<file path="config.mk">
export PLATFORM = sky130hd
export DESIGN_NAME = cpu_step_display
export DESIGN_NICKNAME = d
export VERILOG_FILES = /design/src/rtl/cpu_step_display.sv
export SDC_FILE = /design/constraint.sdc
export NUM_CORES = 1
export LEC_CHECK = 0
export CORE_AREA = 2 2 84 86
export DETAILED_ROUTE_END_ITERATION = 6
export DIE_AREA = 0 0 86 88
export DONT_BUFFER_PORTS = 1
export PLACE_DENSITY = 0.82
export SLEW_MARGIN = 20
export SYNTH_ARGS = -nofsm -noshare
export SYNTH_HDL_FRONTEND = slang
export SYNTH_SLANG_ARGS = --single-unit
</file>
<file path="constraint.sdc">
create_clock -name CLK -period 2.1 [get_ports CLK]
set_input_delay 0.315 -clock CLK [delete_from_list [all_inputs] [get_ports CLK]]
set_output_delay 0.315 -clock CLK [all_outputs]
set_load 0.1 [all_outputs]
</file>
<file path="src/rtl/cpu_step_display.sv">
// Step-button debouncer and 4-digit seven-segment scanner for the multi-cycle CPU board.
// Optional macro DISP_DP_EN lights the decimal point on digit 2 to split the two byte fields.
module cpu_step_display #(
    parameter int SCAN_DIV     = 100000,
    parameter int DEBOUNCE_CYC = 1000000
) (
    input  logic        CLK,
    input  logic        RST,
    input  logic        Btn,
    input  logic [1:0]  Sel,
    input  logic [31:0] PCOut,
    input  logic [31:0] PCIn,
    input  logic [4:0]  Rs,
    input  logic [31:0] RsData,
    input  logic [4:0]  Rt,
    input  logic [31:0] RtData,
    input  logic [31:0] ALUResult,
    input  logic [31:0] DB,
    output logic        Step,
    output logic [3:0]  AN,
    output logic [7:0]  Seg
);

    localparam int SCAN_W = (SCAN_DIV > 2) ? $clog2(SCAN_DIV) : 1;
    localparam int DEB_W  = (DEBOUNCE_CYC > 2) ? $clog2(DEBOUNCE_CYC) : 1;
    localparam logic [SCAN_W-1:0] SCAN_LAST = SCAN_W'(SCAN_DIV - 1);
    localparam logic [DEB_W-1:0]  DEB_LAST  = DEB_W'(DEBOUNCE_CYC - 1);

    logic [SCAN_W-1:0] scan_cnt_q, scan_cnt_d;
    logic [1:0]        digit_idx_q, digit_idx_d;
    logic [15:0]       snap_q, snap_d;
    logic [3:0]        an_q, an_d;
    logic [7:0]        seg_q, seg_d;
    logic              sync1_q, sync1_d;
    logic              sync2_q, sync2_d;
    logic              stable_q, stable_d;
    logic              stable_dly_q, stable_dly_d;
    logic [DEB_W-1:0]  deb_cnt_q, deb_cnt_d;
    logic              step_q, step_d;

    logic [15:0]       disp_val_s;
    logic              scan_tick_s;
    logic [3:0]        nibble_s;
    logic              dp_s;
    logic              unused_s;

    // Active-low hex glyph for g..a; the dp bit is handled separately.
    function automatic logic [6:0] hex_glyph(input logic [3:0] nib);
        logic [6:0] g;
        case (nib)
            4'h0:    g = 7'h40;
            4'h1:    g = 7'h79;
            4'h2:    g = 7'h24;
            4'h3:    g = 7'h30;
            4'h4:    g = 7'h19;
            4'h5:    g = 7'h12;
            4'h6:    g = 7'h02;
            4'h7:    g = 7'h78;
            4'h8:    g = 7'h00;
            4'h9:    g = 7'h10;
            4'hA:    g = 7'h08;
            4'hB:    g = 7'h03;
            4'hC:    g = 7'h46;
            4'hD:    g = 7'h21;
            4'hE:    g = 7'h06;
            4'hF:    g = 7'h0E;
            default: g = 7'h7F;
        endcase
        return g;
    endfunction

    // Only the low byte of each wide datapath value is displayed.
    assign unused_s = ^{PCOut[31:8], PCIn[31:8], RsData[31:8], RtData[31:8],
                        ALUResult[31:8], DB[31:8]};

    // Field selection for the value shown on the four digits.
    always_comb begin
        disp_val_s = 16'h0000;
        case (Sel)
            2'b00:   disp_val_s = {PCOut[7:0], PCIn[7:0]};
            2'b01:   disp_val_s = {3'b000, Rs, RsData[7:0]};
            2'b10:   disp_val_s = {3'b000, Rt, RtData[7:0]};
            2'b11:   disp_val_s = {ALUResult[7:0], DB[7:0]};
            default: disp_val_s = 16'h0000;
        endcase
    end

    // Scan timing; the snapshot is reloaded only as the scan returns to digit 3 so a frame is coherent.
    always_comb begin
        scan_tick_s = (scan_cnt_q == SCAN_LAST);
        scan_cnt_d  = scan_cnt_q;
        digit_idx_d = digit_idx_q;
        snap_d      = snap_q;
        if (scan_tick_s) begin
            scan_cnt_d  = {SCAN_W{1'b0}};
            digit_idx_d = digit_idx_q - 2'd1;
            if (digit_idx_q == 2'd0) begin
                snap_d = disp_val_s;
            end else begin
                snap_d = snap_q;
            end
        end else begin
            scan_cnt_d = scan_cnt_q + {{(SCAN_W-1){1'b0}}, 1'b1};
        end
    end

`ifdef DISP_DP_EN
    // Decimal point on digit 2 separates the upper and lower byte.
    always_comb begin
        if (digit_idx_q == 2'd2) begin
            dp_s = 1'b0;
        end else begin
            dp_s = 1'b1;
        end
    end
`else
    assign dp_s = 1'b1;
`endif

    // Digit enable and segment pattern for the digit currently being scanned.
    always_comb begin
        an_d     = 4'b1111;
        nibble_s = 4'h0;
        case (digit_idx_q)
            2'd3: begin an_d = 4'b0111; nibble_s = snap_q[15:12]; end
            2'd2: begin an_d = 4'b1011; nibble_s = snap_q[11:8];  end
            2'd1: begin an_d = 4'b1101; nibble_s = snap_q[7:4];   end
            2'd0: begin an_d = 4'b1110; nibble_s = snap_q[3:0];   end
            default: begin an_d = 4'b1111; nibble_s = 4'h0; end
        endcase
        seg_d = {dp_s, hex_glyph(nibble_s)};
    end

    // Button synchronizer, debounce counter and rising-edge step pulse.
    always_comb begin
        sync1_d      = Btn;
        sync2_d      = sync1_q;
        stable_dly_d = stable_q;
        step_d       = stable_q & ~stable_dly_q;
        stable_d     = stable_q;
        deb_cnt_d    = deb_cnt_q;
        if (sync2_q == stable_q) begin
            deb_cnt_d = {DEB_W{1'b0}};
        end else if (deb_cnt_q == DEB_LAST) begin
            stable_d  = sync2_q;
            deb_cnt_d = {DEB_W{1'b0}};
        end else begin
            deb_cnt_d = deb_cnt_q + {{(DEB_W-1){1'b0}}, 1'b1};
        end
    end

    // State registers with synchronous reset.
    always_ff @(posedge CLK) begin
        if (RST) begin
            scan_cnt_q   <= {SCAN_W{1'b0}};
            digit_idx_q  <= 2'd3;
            snap_q       <= 16'h0000;
            an_q         <= 4'b1111;
            seg_q        <= 8'hFF;
            sync1_q      <= 1'b0;
            sync2_q      <= 1'b0;
            stable_q     <= 1'b0;
            stable_dly_q <= 1'b0;
            deb_cnt_q    <= {DEB_W{1'b0}};
            step_q       <= 1'b0;
        end else begin
            scan_cnt_q   <= scan_cnt_d;
            digit_idx_q  <= digit_idx_d;
            snap_q       <= snap_d;
            an_q         <= an_d;
            seg_q        <= seg_d;
            sync1_q      <= sync1_d;
            sync2_q      <= sync2_d;
            stable_q     <= stable_d;
            stable_dly_q <= stable_dly_d;
            deb_cnt_q    <= deb_cnt_d;
            step_q       <= step_d;
        end
    end

    assign Step = step_q;
    assign AN   = an_q;
    assign Seg  = seg_q;

endmodule

</file>
After elaboration in Yosys (flattened, before gate mapping). Memories as Yosys holds them, arrays and structs flattened. A register that Yosys moved wholly into a read port is not among the register bits. Index checks and enable logic that the tools add are counted. W data, S select, Z words.

Add/sub/neg operators: 3. Eq/ne operators: 9. Multiplexer cells: 3. Bitwise gates (word level): 3. Reductions and logical operators: 6.

Operators by type and width (number): $pmux W16 S4 (1); $pmux W4 S4 (2); $add A20 B1 Y20 const B (1); $eq A20 B20 Y1 const B (1); $add A17 B1 Y17 const B (1); $eq A17 B17 Y1 const B (1); $eq A2 B2 Y1 const B (4); $eq A2 B1 Y1 const B (2); $logic_not A2 Y1 (2); $reduce_and A2 Y1 (2); $reduce_or A3 Y1 (1); $not A1 Y1 (2); $reduce_or A2 Y1 (1); $sub A2 B1 Y2 const B (1); $and A1 B1 Y1 (1); $eq A1 B1 Y1 (1).

Bits in registers: 65. ROM bits: 112. Input bits: 207. Output and inout bits: 13. Logic and storage cells: 36. Memories kept: 1.

Memory list: (no name shown) (words 16, bits a word 7, read ports 1, clocked after memory_dff 1, write ports 0, RTL line 50) `case (nib)`.

Depth between registers and ports, before layout.
Word-level depth: 3. Gate-level depth with buffers: 10. Mapped depth without buffers: 9.

Least setup slack after synthesis. OpenSTA, ideal clock, no wires.

Kind: register to register. Start: register digit_idx_q[0]. End: register seg_q[0] (netlist: Seg[0]). Setup time: 0.122 ns. Arrival time: 1.970 ns. Required time: 1.978 ns. Slack: 0.008 ns. Cell stages (with the launch flop): 7. Buffers on the path: 1. Period minus slack after synthesis: 2.092 ns. Cells stage by stage: dfxtp_1 -> ha_1 -> buf_1 -> mux2_2 -> ha_1 -> or4_1 -> o311a_1.

Word-level cells in the longest chain between the ends: 2. Elaborated cells between the ends (all ways): 5. Classes of those cells: eq/ne (3); mux (1); reduce/logical (1).

RTL lines: start, declared (RTL line 30) `logic [1:0] digit_idx_q, digit_idx_d;`; start signal, assigned (RTL line 168) `digit_idx_q <= digit_idx_d;`; $eq A2 B1 Y1, or another cell as far along (RTL line 124) `case (digit_idx_q)`; $pmux W4 S4 * (RTL line 124); end, declared (RTL line 33) `logic [7:0] seg_q, seg_d;`.

Mark *: on every way between the ends. The rest lies on a longest branch, timed or not. A chain may end at the register's enable or synchronous reset.

Worst setup path after layout.
Start: register digit_idx_q[1]. End: register seg_q[0] (netlist: Seg[0]).

The elaborated chain is that of the path after synthesis.

==> metrics list <==
- Run status: complete, no violations
- In this run the worst hold path is classified as in -> reg.
* Maximum clock insertion buffer count: 2
- Clock transition at the registers of the reported paths: around 70 ps
- Commonest register cell after synthesis: sky130_fd_sc_hd__dfxtp_1
* Number of detailed-route iterations in the first pass: 4
* Count of H-tree levels built during CTS: 3
* Area occupied by multi-input gates: 2180 um2
- In this run the static leakage power is around 1.6 nW.
- Number of DRC markers after the initial detailed-route iteration: approximately 110
- TritonCTS clock tree: yes
- Layout area overhead: 15.3%
- For this run, the slowest stage of the critical path takes 520 ps.
- In the synthesized netlist, the number of instances is 381.
- Dpl cell area: 3950 um2
- Cell depth of the worst min-delay path: 1
- For this run, design rule violations remaining after detail routing come to 0.
* Die ar.: ~7600 um2
- Detailed placement ended at an HPWL of 5.35 mm.
* F_max: 0.484 GHz
- After layout, the minimum clock period comes to around 2100 ps.
* Final setup fails: 0
- Ratio of routed vias to standard cells: 5.92
- Worst setup path category: reg -> reg
* Worst reg-to-reg setup slack: about 33 ps
* Capture endpoint of the worst hold path: sync1_q
* Endpoint kind of the worst setup timing path: register
- Buffers on Ports: 0
- Fill cell count: 510
- Initial cell density of the core: 0.558
* Antenna Violating Nets Remaining: 0
- The number of antenna violations at the first check in global routing was 0.
* Mapped Area: 3710 um2
* Row Count: 30
* Largest net degree at the start of global routing: 58
- Max Clock Skew: 7.97 ps
- Y dimension of the die: approximately 90 um
- For this block, the routed nets add up to 7.57 mm of wire.
- Distinct cells, synth: 52
* Sequential-to-total area share from yosys stat: 0.383
- Most common cell type on the critical path: sky130_fd_sc_hd__ha_2
- Clock tree synthesis inserted a total of 9 buffers.
- Mean instance size in the synthesized netlist: 9.74 um2
- Global routing finished with a remaining overflow of 0.
- Flip-flop and latch count after synthesis: 71
- Via count: 2911
- Yosys warns: 0
- Measured in cells, the most critical reg-to-reg path has a length of 7.
- EDFF count, synth: 0
- Endpoint of the worst-slack reg-to-reg timing path: Seg[0]
- Along the worst path, the maximum fanout reaches 6.
* Top library cells by usage in the layout, fill and taps aside: sky130_fd_sc_hd__dfxtp_1 (69), sky130_fd_sc_hd__buf_4 (36), sky130_fd_sc_hd__nor2_1 (29), sky130_fd_sc_hd__nand2b_1 (29), sky130_fd_sc_hd__mux2i_1 (17)
- Max-capacitance violation count: 0
- In the final design database the tool counted around 630 nets.
- The clock reaches the later pin of the worst-skew pair after 350 ps.
- Number of I/O pins: 220
- Ranking of synthesized cells by area: sky130_fd_sc_hd__dfxtp_1 (38%), sky130_fd_sc_hd__mux4_2 (7.9%), sky130_fd_sc_hd__nand2b_1 (4.9%)
- Reg-to-reg critical path startpoint: digit_idx_q[1]
- Setup total negative slack on the finished layout was measured at 0 ps.
* Data arrival time of the critical path: 2300 ps
- Critical path startpoint category: register
- Worst min-delay path startpoint: RST
- Via count of the first global-routing pass: 2876
- Leaving out fill and tap cells, the most frequent cell in the layout is sky130_fd_sc_hd__dfxtp_1.
- For this run, asynchronously set or reset flops after synthesis account for 0.
* First-pass GRT wire length: 12.3 mm
- The number of antenna diodes in the final layout is 0.
- RSZ-0062 raised after global routing: yes
- Post-route worst hold slack: roughly 39 ps
- In this run the horizontal extent of the chip is 86 um.
- The critical path goes through buf_4 -> ha_2 -> a222oi_1 -> mux2_4 -> ha_2 -> or4_4 -> o311a_1.
* Share of final-layout standard cells stronger than drive strength 1: 0.228
- Largest area contributor in the netlist: sky130_fd_sc_hd__dfxtp_1
* Synth top area share: 0.383
- VDD sags by at most 0.366 mV.
- Max-slew violations: 0
- The final hold violation count was 0.
- Counting every net in the synthesized netlist gives 600.
- Clk sinks: 71
* Weighted congestion at the end of routability-driven global placement: 0.843
- The total area inside the core boundary comes to 6640 um2.
* FF+latch area: 1420 um2
- Critical path data required time: roughly 2300 ps
* Root buffer cell: sky130_fd_sc_hd__clkbuf_8
* Share of the cycle needed by the critical path after routing: 0.984
- Power per cell area: 652 nW/um2
- In the final routed layout, each cell accounts on average for 15.4 um.
* Post-route standard cell area excluding fillers: 4280 um2
* Global router's overall resource usage: 0.205
- Critical path's slowest cell: sky130_fd_sc_hd__or4_4
-- registers in the layout, indices dropped and copies added (netlist names) --
signal	flops
Seg	7
AN	4
stable_dly_q	1
snap_q	16
sync2_q	1
digit_idx_q	2
deb_cnt_q	20
Step	1
scan_cnt_q	17
sync1_q	1
stable_dly_d	1
-- logic make-up after synthesis --
logic type	Yosys count	share of synthesized area
muxes	36	0.144
and+or+nand+nor	143	0.225
buffers and inverters	39	0.0486
other	1	0.00101
adders and majority gates	12	0.0405
xor gates and xnor gates	23	0.0543
DFF	71	0.383
AOI/OAI and AO/OA	56	0.104
-- Yosys cell counts, types with 5 or more instances --
cell                       number
sky130_fd_sc_hd__a21oi_1       14
sky130_fd_sc_hd__o21ai_0        9
sky130_fd_sc_hd__a31oi_1        7
sky130_fd_sc_hd__mux2_2         5
sky130_fd_sc_hd__or4_1          7
sky130_fd_sc_hd__clkbuf_1       8
sky130_fd_sc_hd__nand2_1       10
sky130_fd_sc_hd__ha_1          12
sky130_fd_sc_hd__nor2_1        29
sky130_fd_sc_hd__o31ai_1       10
sky130_fd_sc_hd__inv_1         16
sky130_fd_sc_hd__dfxtp_1       71
sky130_fd_sc_hd__nand3_1       10
sky130_fd_sc_hd__or3_1         11
sky130_fd_sc_hd__mux2i_1       17
sky130_fd_sc_hd__nand4_1       13
sky130_fd_sc_hd__mux4_2        13
sky130_fd_sc_hd__nor3_1         6
sky130_fd_sc_hd__xor2_1        14
sky130_fd_sc_hd__buf_2          9
sky130_fd_sc_hd__nand2b_1      29
sky130_fd_sc_hd__xnor2_1        9
-- per-layer routing --
metal	wire (um)	global-route usage
met1	3040	0.222
met2	4010	0.378
met3	420	0.0679
met4	101	0.0678
met5	0	0
-- metrics by stage --
stage / std cells / total power, mW / utilization / worst slack, ps
finish: 492 / 2.79 / 0.644 / 32.6
global route: 492 / 2.88 / 0.644 / -30.8
detailed placement: 473 / 1.57 / 0.594 / -90.4
floorplan: 381 / 1.57 / - / 8.42
global placement: 473 / 1.57 / 0.594 / -58.2
CTS: 489 / 2.81 / 0.633 / -6.33
-- worst max path at each step --
stage / from / end / slack, ps / cells past startpoint
5_1_grt: digit_idx_q[1] / Seg[0] / -30 / 9
4_1_cts: digit_idx_q[0] / Seg[0] / -6 / 7
3_3_place_gp: digit_idx_q[1] / Seg[4] / -60 / 7
2_1_floorplan: digit_idx_q[0] / Seg[0] / 8 / 6
6_report: digit_idx_q[1] / Seg[0] / 30 / 7
3_5_place_dp: digit_idx_q[1] / Seg[0] / -90 / 9
-- power breakdown --
group	switching, mW	internal, mW	leakage [nW]	total, mW
Clock	0.507	0.738	0.113	1.25
Combinational	0.0971	0.0792	0.912	0.176
Sequential	0.00715	1.36	0.575	1.37
-- layout make-up --
class,count,share of cell area
Clock buffer,12,0.0363
Sequential cell,71,0.333
Clock inverter,4,0.0178
Multi-Input combinational cell,271,0.508
Inverter,17,0.0155
Timing Repair Buffer,37,0.0658
Tap cell,80,0.0234
-- critical path, delay by kind of cell (launching register included) --
| family | cells | cell delay (ps) |
|---|---|---|
| compound gates | 2 | 230 |
| fa+ha+maj | 2 | 410 |
| buf+inv | 1 | 110 |
| flops | 1 | 360 |
| mux | 1 | 320 |
| simple gates | 1 | 520 |
-- repair_timing --
| item | 4_1_cts | 5_1_grt |
|---|---|---|
| resized for setup | 6 | 17 |
| endpoints found under the setup margin | 6 | 7 |
| hold buffers | 0 | 0 |
| setup buffers | 0 | 3 |
| pin swaps | 0 | 3 |
| hold endpoints to repair | 0 | 0 |
No activity file was read; power rests on OpenSTA's default activity.
